File: src/rtl/udp_txbuf_writer.sv
// Purpose : CPU-side writer for the shared UDP TX buffer. Packs a byte-stream payload into
//           32-bit words (payload first), then writes the two header words and releases the buffer.
// Latency : each payload word is written the cycle after its 4th (or last) byte is accepted; header
//           words follow on consecutive cycles after the final payload word; release pulse one cycle later.
// Backpressure: s_hdr_ready only while idle; s_axis_tready follows cpu_grant in PAYLOAD (1 byte/cycle,
//           never stalls); a lost grant drains the rest of the datagram with tready held high.
//
// Ports:
//   clk, rst_n                     clock, asynchronous active-low reset
//   s_hdr_valid/ready              header handshake, with s_hdr_dest_ip (32b) and s_hdr_dest_port (16b)
//   s_axis_tdata/tvalid/tready/tlast  payload byte stream
//   cpu_grant                      level: TX buffer currently owned by the CPU side
//   cpu_rel                        1-cycle pulse handing the buffer to the ROS2 core
//   txbuf_addr/ce/we/wdata         buffer write port (word addressed)
//   busy                           high whenever a datagram is in progress
//   err_trunc, err_abort           1-cycle error pulses (payload too long / grant lost)
module udp_txbuf_writer #(
  parameter int AWIDTH    = 9,
  parameter int MAX_BYTES = 4 * ((1 << AWIDTH) - 2)
) (
  input  logic              clk,
  input  logic              rst_n,
  input  logic              s_hdr_valid,
  output logic              s_hdr_ready,
  input  logic [31:0]       s_hdr_dest_ip,
  input  logic [15:0]       s_hdr_dest_port,
  input  logic [7:0]        s_axis_tdata,
  input  logic              s_axis_tvalid,
  output logic              s_axis_tready,
  input  logic              s_axis_tlast,
  input  logic              cpu_grant,
  output logic              cpu_rel,
  output logic [AWIDTH-1:0] txbuf_addr,
  output logic              txbuf_ce,
  output logic              txbuf_we,
  output logic [31:0]       txbuf_wdata,
  output logic              busy,
  output logic              err_trunc,
  output logic              err_abort
);

  typedef struct packed {
    logic [31:0] ip;
    logic [15:0] port;
  } hdr_t;

  typedef enum logic [2:0] {
    S_IDLE,
    S_WAIT_GRANT,
    S_PAYLOAD,
    S_HDR0,
    S_HDR1,
    S_REL,
    S_DROP
  } state_t;

  localparam logic [15:0] MAX_LEN = 16'(MAX_BYTES);

  state_t            state;
  hdr_t              hdr;
  logic [15:0]       byte_cnt;   // payload bytes stored so far (becomes len)
  logic [AWIDTH-1:0] word_idx;   // payload words written so far
  logic [31:0]       pack;       // bytes of the word currently being assembled
  logic              trunc_seen; // err_trunc already reported for this datagram

  logic        byte_acc;
  logic        buf_full;
  logic [1:0]  lane;
  logic [31:0] lane_word;

  assign byte_acc = s_axis_tvalid & s_axis_tready;
  assign buf_full = (byte_cnt == MAX_LEN);
  assign lane     = byte_cnt[1:0];

  // Word as it will look once the incoming byte is merged. Lane 0 starts a
  // fresh word, so lanes above the last byte of a short word read as zero.
  always_comb begin
    lane_word = (lane == 2'd0) ? 32'd0 : pack;
    lane_word[{lane, 3'b000} +: 8] = s_axis_tdata;
  end

  always_ff @(posedge clk or negedge rst_n) begin
    if (!rst_n) begin
      state         <= S_IDLE;
      hdr           <= '0;
      byte_cnt      <= '0;
      word_idx      <= '0;
      pack          <= '0;
      trunc_seen    <= 1'b0;
      s_hdr_ready   <= 1'b0;
      s_axis_tready <= 1'b0;
      cpu_rel       <= 1'b0;
      txbuf_addr    <= '0;
      txbuf_ce      <= 1'b0;
      txbuf_we      <= 1'b0;
      txbuf_wdata   <= '0;
      busy          <= 1'b0;
      err_trunc     <= 1'b0;
      err_abort     <= 1'b0;
    end else begin
      // Pulse outputs default low; states below raise them for one cycle.
      txbuf_ce  <= 1'b0;
      txbuf_we  <= 1'b0;
      cpu_rel   <= 1'b0;
      err_trunc <= 1'b0;
      err_abort <= 1'b0;

      case (state)
        S_IDLE: begin
          if (s_hdr_valid && s_hdr_ready) begin
            hdr.ip      <= s_hdr_dest_ip;
            hdr.port    <= s_hdr_dest_port;
            byte_cnt    <= '0;
            word_idx    <= '0;
            pack        <= '0;
            trunc_seen  <= 1'b0;
            s_hdr_ready <= 1'b0;
            busy        <= 1'b1;
            state       <= S_WAIT_GRANT;
          end else begin
            s_hdr_ready <= 1'b1;
            busy        <= 1'b0;
          end
        end

        S_WAIT_GRANT: begin
          if (cpu_grant) begin
            s_axis_tready <= 1'b1;
            state         <= S_PAYLOAD;
          end
        end

        S_PAYLOAD: begin
          if (!cpu_grant) begin
            // Grant lost: nothing is written this cycle. A byte presented with
            // tready high is still consumed; if it was the last one the
            // datagram is over, otherwise drain the remainder.
            err_abort <= 1'b1;
            if (byte_acc && s_axis_tlast) begin
              s_axis_tready <= 1'b0;
              s_hdr_ready   <= 1'b1;
              busy          <= 1'b0;
              state         <= S_IDLE;
            end else begin
              s_axis_tready <= 1'b1;
              state         <= S_DROP;
            end
          end else if (byte_acc) begin
            if (!buf_full) begin
              pack     <= lane_word;
              byte_cnt <= byte_cnt + 16'd1;
              if (lane == 2'd3 || s_axis_tlast) begin
                txbuf_ce    <= 1'b1;
                txbuf_we    <= 1'b1;
                txbuf_addr  <= AWIDTH'(2) + word_idx;
                txbuf_wdata <= lane_word;
                word_idx    <= word_idx + AWIDTH'(1);
              end
            end else if (!trunc_seen) begin
              // Buffer full: bytes past capacity are dropped, reported once.
              err_trunc  <= 1'b1;
              trunc_seen <= 1'b1;
            end
            if (s_axis_tlast) begin
              s_axis_tready <= 1'b0;
              state         <= S_HDR0;
            end
          end
        end

        S_HDR0: begin
          if (!cpu_grant) begin
            err_abort   <= 1'b1;
            s_hdr_ready <= 1'b1;
            busy        <= 1'b0;
            state       <= S_IDLE;
          end else begin
            txbuf_ce    <= 1'b1;
            txbuf_we    <= 1'b1;
            txbuf_addr  <= AWIDTH'(0);
            txbuf_wdata <= hdr.ip;
            state       <= S_HDR1;
          end
        end

        S_HDR1: begin
          if (!cpu_grant) begin
            err_abort   <= 1'b1;
            s_hdr_ready <= 1'b1;
            busy        <= 1'b0;
            state       <= S_IDLE;
          end else begin
            txbuf_ce    <= 1'b1;
            txbuf_we    <= 1'b1;
            txbuf_addr  <= AWIDTH'(1);
            txbuf_wdata <= {hdr.port, byte_cnt};
            state       <= S_REL;
          end
        end

        S_REL: begin
          // Release appears the cycle after the last header write is on the
          // bus, so the core never sees the buffer before it is complete.
          cpu_rel     <= 1'b1;
          s_hdr_ready <= 1'b1;
          busy        <= 1'b0;
          state       <= S_IDLE;
        end

        S_DROP: begin
          if (byte_acc && s_axis_tlast) begin
            s_axis_tready <= 1'b0;
            s_hdr_ready   <= 1'b1;
            busy          <= 1'b0;
            state         <= S_IDLE;
          end
        end

        default: begin
          s_axis_tready <= 1'b0;
          busy          <= 1'b0;
          state         <= S_IDLE;
        end
      endcase
    end
  end

endmodule

File: config.mk
export PLATFORM = sky130hd
export DESIGN_NAME = udp_txbuf_writer
export DESIGN_NICKNAME = d
export VERILOG_FILES = /design/src/rtl/udp_txbuf_writer.sv
export SDC_FILE = /design/constraint.sdc
export NUM_CORES = 1
export LEC_CHECK = 0
export ABC_AREA = 1
export BUFFER_PORTS_ARGS = -buffer_cell sky130_fd_sc_hd__buf_2
export CORE_MARGIN = 2
export CORE_UTILIZATION = 53
export CTS_CLUSTER_DIAMETER = 40
export DETAILED_ROUTE_END_ITERATION = 10
export GPL_ROUTABILITY_DRIVEN = 0
export PLACE_DENSITY = 0.82
export SETUP_SLACK_MARGIN = 0.15
export SLEW_MARGIN = 5
export SYNTH_ARGS = -nofsm -noshare
export SYNTH_HDL_FRONTEND = slang
export SYNTH_SLANG_ARGS = --single-unit
export TNS_END_PERCENT = 30
File: constraint.sdc
create_clock -name clk -period 2.1 [get_ports clk]
set_input_delay 0.42 -clock clk [delete_from_list [all_inputs] [get_ports clk]]
set_output_delay 0.42 -clock clk [all_outputs]
set_load 0.005 [all_outputs]
==> flow_metrics.env, run 1 <==
export IMPL_routed_via_density=5.57
export IMPL_max_clock_path_buffers=2
export IMPL_grt_pass1_wl_um=36200
export IMPL_relSlewSlack=0.644
export IMPL_yosys_register_bits=157
export IMPL_floorplan_initialDensity=0.537
export IMPL_fp_dieW_um=128
export IMPL_drive_above_1_share=0.159
export IMPL_status="finished clean"
export IMPL_cts_sinks=157
export IMPL_htree_levels=4
export IMPL_postRouteAntennaNets=0
export IMPL_die_h_um=128
export IMPL_area_delta_synth_final_pct=17.8
export IMPL_rsz0062_at_grt="yes"
export IMPL_ios=111
export IMPL_finalNonFillerCells=1412
export IMPL_min_period_ps=1910
export IMPL_setup_violations_final=0
export IMPL_cp_start_kind="flip-flop"
export IMPL_antenna_found_initial=0
export IMPL_grt_max_degree=51
export IMPL_worstPathMaxFanout=40
export IMPL_dp_hpwl_um=15100
export IMPL_p_per_area_mw_per_mm2=1180
export IMPL_skew_ps=6.66
export IMPL_final_common_cell="nand2_1"
export IMPL_cap_violations=0
export IMPL_worst_ep_required_time_ps=2430
export IMPL_post_route_period_util=0.911
export IMPL_ir_worst_vdd_v=0.000789
export IMPL_grt_pass1_vias=7328
export IMPL_wl_per_cell_um=15.5
export IMPL_wl_um=21900
export IMPL_mostFrequentLayoutCells="491 x nand2_1, 157 x dfrtp_1, 109 x buf_2"
export IMPL_worst_pin_slew_ps=534
export IMPL_nets=1281
export IMPL_crit_type="reg2reg"
export IMPL_ys_warn_count=0
export IMPL_avgSynthCellArea_um2=7.34
export IMPL_antenna_cells=0
export IMPL_cts_inserted_buffers=17
export IMPL_portBuffers=110
export IMPL_cp_data_arrival_time_ps=2250
export IMPL_netlist_instances=1104
export IMPL_ys_seq_area_frac=0.485
export IMPL_design_core_area_mm2=0.0151
export IMPL_via_count=7866
export IMPL_synth_nets=1174
export IMPL_drtIter0Drc=989
export IMPL_p_leak_uw=0.00497
export IMPL_hold_viol=0
export IMPL_rows=45
export IMPL_dp_cells=1378
export IMPL_max_freq_ghz=0.523
export IMPL_path_clk_slew_ps=70
export IMPL_firstDrtPassIters=6
export IMPL_grtUsageTotal=0.282
export IMPL_worst_skew_pair_late_latency_ps=430
export IMPL_fin_tns_setup_ps=0
export IMPL_globalRouteOverflowTotal=0
export IMPL_cp_end_kind="flip-flop"
export IMPL_hold_path_class="in2reg"
export IMPL_drv_slew=0
export IMPL_drc=0
export IMPL_holdWs_ps=176
export IMPL_synth_distinct_cells=31
export IMPL_die_area_mm2=0.0163
export IMPL_cts_tree="built"
export IMPL_root_buffer="clkbuf_16"
export IMPL_synthesis_area_mm2=0.00810
==> cells by family after synthesis <==
| group | after synthesis | share of synthesized area |
|---|---|---|
| AO/OA/AOI/OAI | 109 | 0.0755 |
| XOR/XNOR | 5 | 0.00541 |
| adder cells (fa/ha/maj) | 8 | 0.0124 |
| buffers and inverters | 143 | 0.0741 |
| flip-flops | 157 | 0.485 |
| AND/OR/NAND/NOR | 682 | 0.348 |
==> critical path, stage by stage, from the launching register on <==
cell and delay (ps):
dfrtp_1 440, nor2_2 250, nand2_2 270, nor2_1 250, a21oi_4 90, nand2_2 110, buf_12 210, nand2_1 60
o21ai_0 110
==> power breakdown <==
group	switching (µW)	total [µW]	internal, µW
clock network	1330	3150	1810
logic	2500	3770	1280
registers	483	4320	3840
==> area by class of cell <==
| cell class | count | area (µm²) |
|---|---|---|
| clock buffers | 19 | 443 |
| clock inverters | 13 | 155 |
| fillers | 1308 | 5550 |
| inverters | 93 | 352 |
| multi-input cells | 804 | 3590 |
| flip-flops and latches | 157 | 3930 |
| well taps | 188 | 235 |
| repair buffers | 138 | 836 |
==> per-layer routing <==
metal	track usage	wire [µm]
met4	0.110	629
met3	0.0536	2030
met1	0.404	9460
met5	0	0
met2	0.427	9820
==> flip-flops by register name (all words and copies together), names as in the netlist <==
name,cells
txbuf_we,1
hdr,48
word_idx,9
busy,1
state,3
trunc_seen,1
cpu_rel,1
txbuf_wdata,32
s_axis_tready,1
err_trunc,1
byte_cnt,16
s_hdr_ready,1
err_abort,1
txbuf_addr,9
pack,32
==> path summary, 6_finish.rpt <==
path / cells past startpoint / slack [ps] / end / startpoint
setup / recovery: 8 / 190 / byte_cnt[1] / state[0]
hold / removal: 3 / 180 / hdr[28] / s_hdr_dest_ip[12]
setup reg to reg: 8 / 190 / byte_cnt[1] / state[0]
hold reg to reg: 1 / 440 / err_trunc / trunc_seen
max in group asynchronous: 3 / 930 / hdr[45] / rst_n
min in group asynchronous: 2 / 520 / byte_cnt[4] / rst_n
==> through the flow <==
step	power, µW	util	setup slack (ps)	cell area, µm²
detailed placement	7990	0.589	46.2	8890
finish	11200	0.632	187	9540
global placement	7890	0.589	117	8890
CTS	11100	0.630	158	9500
global route	11900	0.632	86.6	9540
floorplan	6640	-	352	8100
==> Yosys cell counts <==
library cell  instances  area, µm²
nand2_1             491       1840
dfrtp_1             157       3930
nand3_1              99        495
inv_1                85        319
o21ai_0              55        275
nor2_1               50        188
buf_2                26        130
o22ai_1              24        150
nand4_1              18        113
clkbuf_1             12       45.0
o21ai_1              12       60.1
o211ai_1              9       67.6
buf_4                 8       60.1
ha_1                  8        100
a21oi_1               7       35.0
nand2_2               7       43.8
inv_2                 6       22.5
nand3_2               5       50.1
nor3_1                5       25.0
xor2_1                4       35.0
buf_1                 3       11.3
clkinv_1              2       7.51
nand3b_1              2       15.0
nor2_2                2       12.5
a21oi_4               1       16.3
clkbuf_2              1       5.00
nand2_4               1       11.3
nor2_4                1       11.3
nor3b_1               1       7.51
o21bai_1              1       7.51
xnor2_1               1       8.76
==> timing repair <==
item	4_1_cts	5_1_grt
hold buffers	1	0
cloned	0	0
gates resized for setup	3	16
buffers inserted	0	1
endpoints found under the hold margin	47	0
pin swaps	0	1
endpoints found under the setup margin	68	92
(Power assumes the default switching activity.)
==> run 2: changes to the inputs <==
CORE_MARGIN = 5   (was 2)
PLACE_DENSITY = 0.75   (was 0.82)
==> flow_metrics.env, run 2 (synthesized netlist as in run 1, its figures left out) <==
export IMPL_status="finished clean"
export IMPL_post_route_period_util=0.872
export IMPL_dp_slack_ps=103
export IMPL_hold_viol=0
export IMPL_floorplan_initialDensity=0.537
export IMPL_p_per_area_mw_per_mm2=1170
export IMPL_drive_above_1_share=0.166
export IMPL_p_leak_uw=0.00500
export IMPL_fin_tns_setup_ps=0
export IMPL_htree_levels=4
export IMPL_ir_worst_vdd_v=0.000743
export IMPL_postRouteAntennaNets=0
export IMPL_cp_num_buf_inv=3
export IMPL_cp_data_arrival_time_ps=2200
export IMPL_layout_setup_ws_ps=268
export IMPL_holdWs_ps=178
export IMPL_rows=45
export IMPL_die_area_mm2=0.0179
export IMPL_swShare=0.373
export IMPL_drv_slew=0
export IMPL_nets=1287
export IMPL_ios=111
export IMPL_cap_violations=0
export IMPL_p_int_uw=7070
export IMPL_path_clk_slew_ps=60
export IMPL_worstPathMaxFanout=7
export IMPL_grt_max_degree=53
export IMPL_path_common_cell="nand2_1"
export IMPL_crit_type="reg2reg"
export IMPL_rsz0062_at_grt="no"
export IMPL_design_core_area_mm2=0.0151
export IMPL_firstDrtPassIters=5
export IMPL_portBuffers=110
export IMPL_setup_violations_final=0
export IMPL_min_period_ps=1830
export IMPL_worst_ep_required_time_ps=2470
export IMPL_power_frac_clock=0.284
export IMPL_routed_via_density=5.35
export IMPL_max_freq_ghz=0.546
export IMPL_globalRouteOverflowTotal=0
export IMPL_final_common_cell="nand2_1"
export IMPL_final_area_mm2=0.00961
export IMPL_cts_sinks=157
export IMPL_mostFrequentLayoutCells="488 x nand2_1, 157 x dfrtp_1, 109 x buf_2"
export IMPL_max_clock_path_buffers=2
export IMPL_die_h_um=134
export IMPL_slowest_stage="dfrtp_1"
export IMPL_fillCellCount=1332
export IMPL_hold_path_class="in2reg"
export IMPL_relSlewSlack=0.653
export IMPL_worst_pin_slew_ps=520
export IMPL_drc=0
export IMPL_largest_reg_flops=48
export IMPL_cts_inserted_buffers=17
export IMPL_regMostFlops="hdr"
export IMPL_drtIter0Drc=720
export IMPL_wl_um=21900
export IMPL_slowest_delay_ps=370
export IMPL_pwr_share_seq=0.382
export IMPL_grtUsageTotal=0.254
export IMPL_p_sw_uw=4210
export IMPL_placed_area_mm2=0.00889
export IMPL_crit_chain="inv_1, ha_1, inv_1, nand4_1, buf_4, o21ai_1, nand2_1, nand2_1, nand2_1, nand2_1"
export IMPL_cp_end_kind="flip-flop"
export IMPL_root_buffer="clkbuf_16"
export IMPL_fp_dieW_um=134
export IMPL_crit_family="buffers and inverters"
export IMPL_area_delta_synth_final_pct=18.6
export IMPL_dp_hpwl_um=15300
export IMPL_cts_tree="built"
export IMPL_wl_per_cell_um=15.4
export IMPL_antenna_found_initial=1
export IMPL_via_count=7586
export IMPL_top_regs="hdr (48), pack (32), txbuf_wdata (32)"
export IMPL_pwr_share_comb=0.334
export IMPL_cp_start_kind="flip-flop"
export IMPL_skew_ps=7.49
export IMPL_grt_pass1_wl_um=36400
export IMPL_power_uw=11300
export IMPL_worst_skew_pair_late_latency_ps=430
export IMPL_grt_pass1_vias=7329
==> run 2: cell count changes in the layout (fill, tap and decap cells not counted), sizes merged <==
cell / delta
clkinv: -1
diode: +1
buf: +6
clkinvlp: +1
bufinv: +1
inv: -2
==> run 2: power groups by stage <==
| stage | registers, µW | clock network, µW | logic (µW) |
|---|---|---|---|
| 2_1_floorplan | 4270 | 0 | 2360 |
| 3_3_place_gp | 4330 | 0 | 3550 |
| 3_5_place_dp | 4350 | 0 | 3610 |
| 4_1_cts | 4300 | 3250 | 3660 |
| 5_1_grt | 4410 | 3370 | 4230 |
| 6_report | 4310 | 3210 | 3770 |
==> run 2: timing repair <==
item | 4_1_cts | 5_1_grt
hold buffers | 1 | 0
setup endpoints to repair | 17 | 99
buffers inserted | 0 | 5
gates resized for setup | 3 | 24
hold endpoints to repair | 46 | 0
pin swaps | 0 | 1
==> run 2: path summary, 6_finish.rpt <==
check	cells past startpoint	slack, ps	end	start
min	3	180	hdr[36]	s_hdr_dest_ip[20]
max reg2reg	10	270	txbuf_wdata[1]	byte_cnt[1]
max in group asynchronous	3	890	word_idx[0]	rst_n
min reg2reg	1	470	err_trunc	trunc_seen
max	10	270	txbuf_wdata[1]	byte_cnt[1]
min in group asynchronous	2	510	hdr[20]	rst_n
==> run 2: final cells by class <==
class	instances	area, µm²	share of cell area
tap	188	235	0.0245
antenna	1	2.50	0.000260
timing repair buffer	144	863	0.0898
inverter	93	358	0.0372
clock inverter	12	158	0.0164
clock buffer	19	453	0.0471
multi-input combinational	804	3610	0.376
sequential	157	3930	0.409
==> run 2: per-layer routing <==
metal / vias up / GRT usage / share of wire
li1: 3732 / - / -
met2: 285 / 0.394 / 0.45
met3: 45 / 0.0600 / 0.076
met4: 2 / 0.0823 / 0.025
met5: - / 0 / 0.00037
met1: 3522 / 0.355 / 0.45
==> run 2: per-stage QoR <==
stage,cells,utilization
6_report,1418,0.637
5_1_grt,1417,0.637
4_1_cts,1412,0.631
3_5_place_dp,1380,0.589
3_3_place_gp,1380,0.589
2_1_floorplan,1104,-
==> run 2: tightest hold or removal path: stages <==
cell	delay [ps]
buf_2	70
nand2_1	40
nand2_1	40
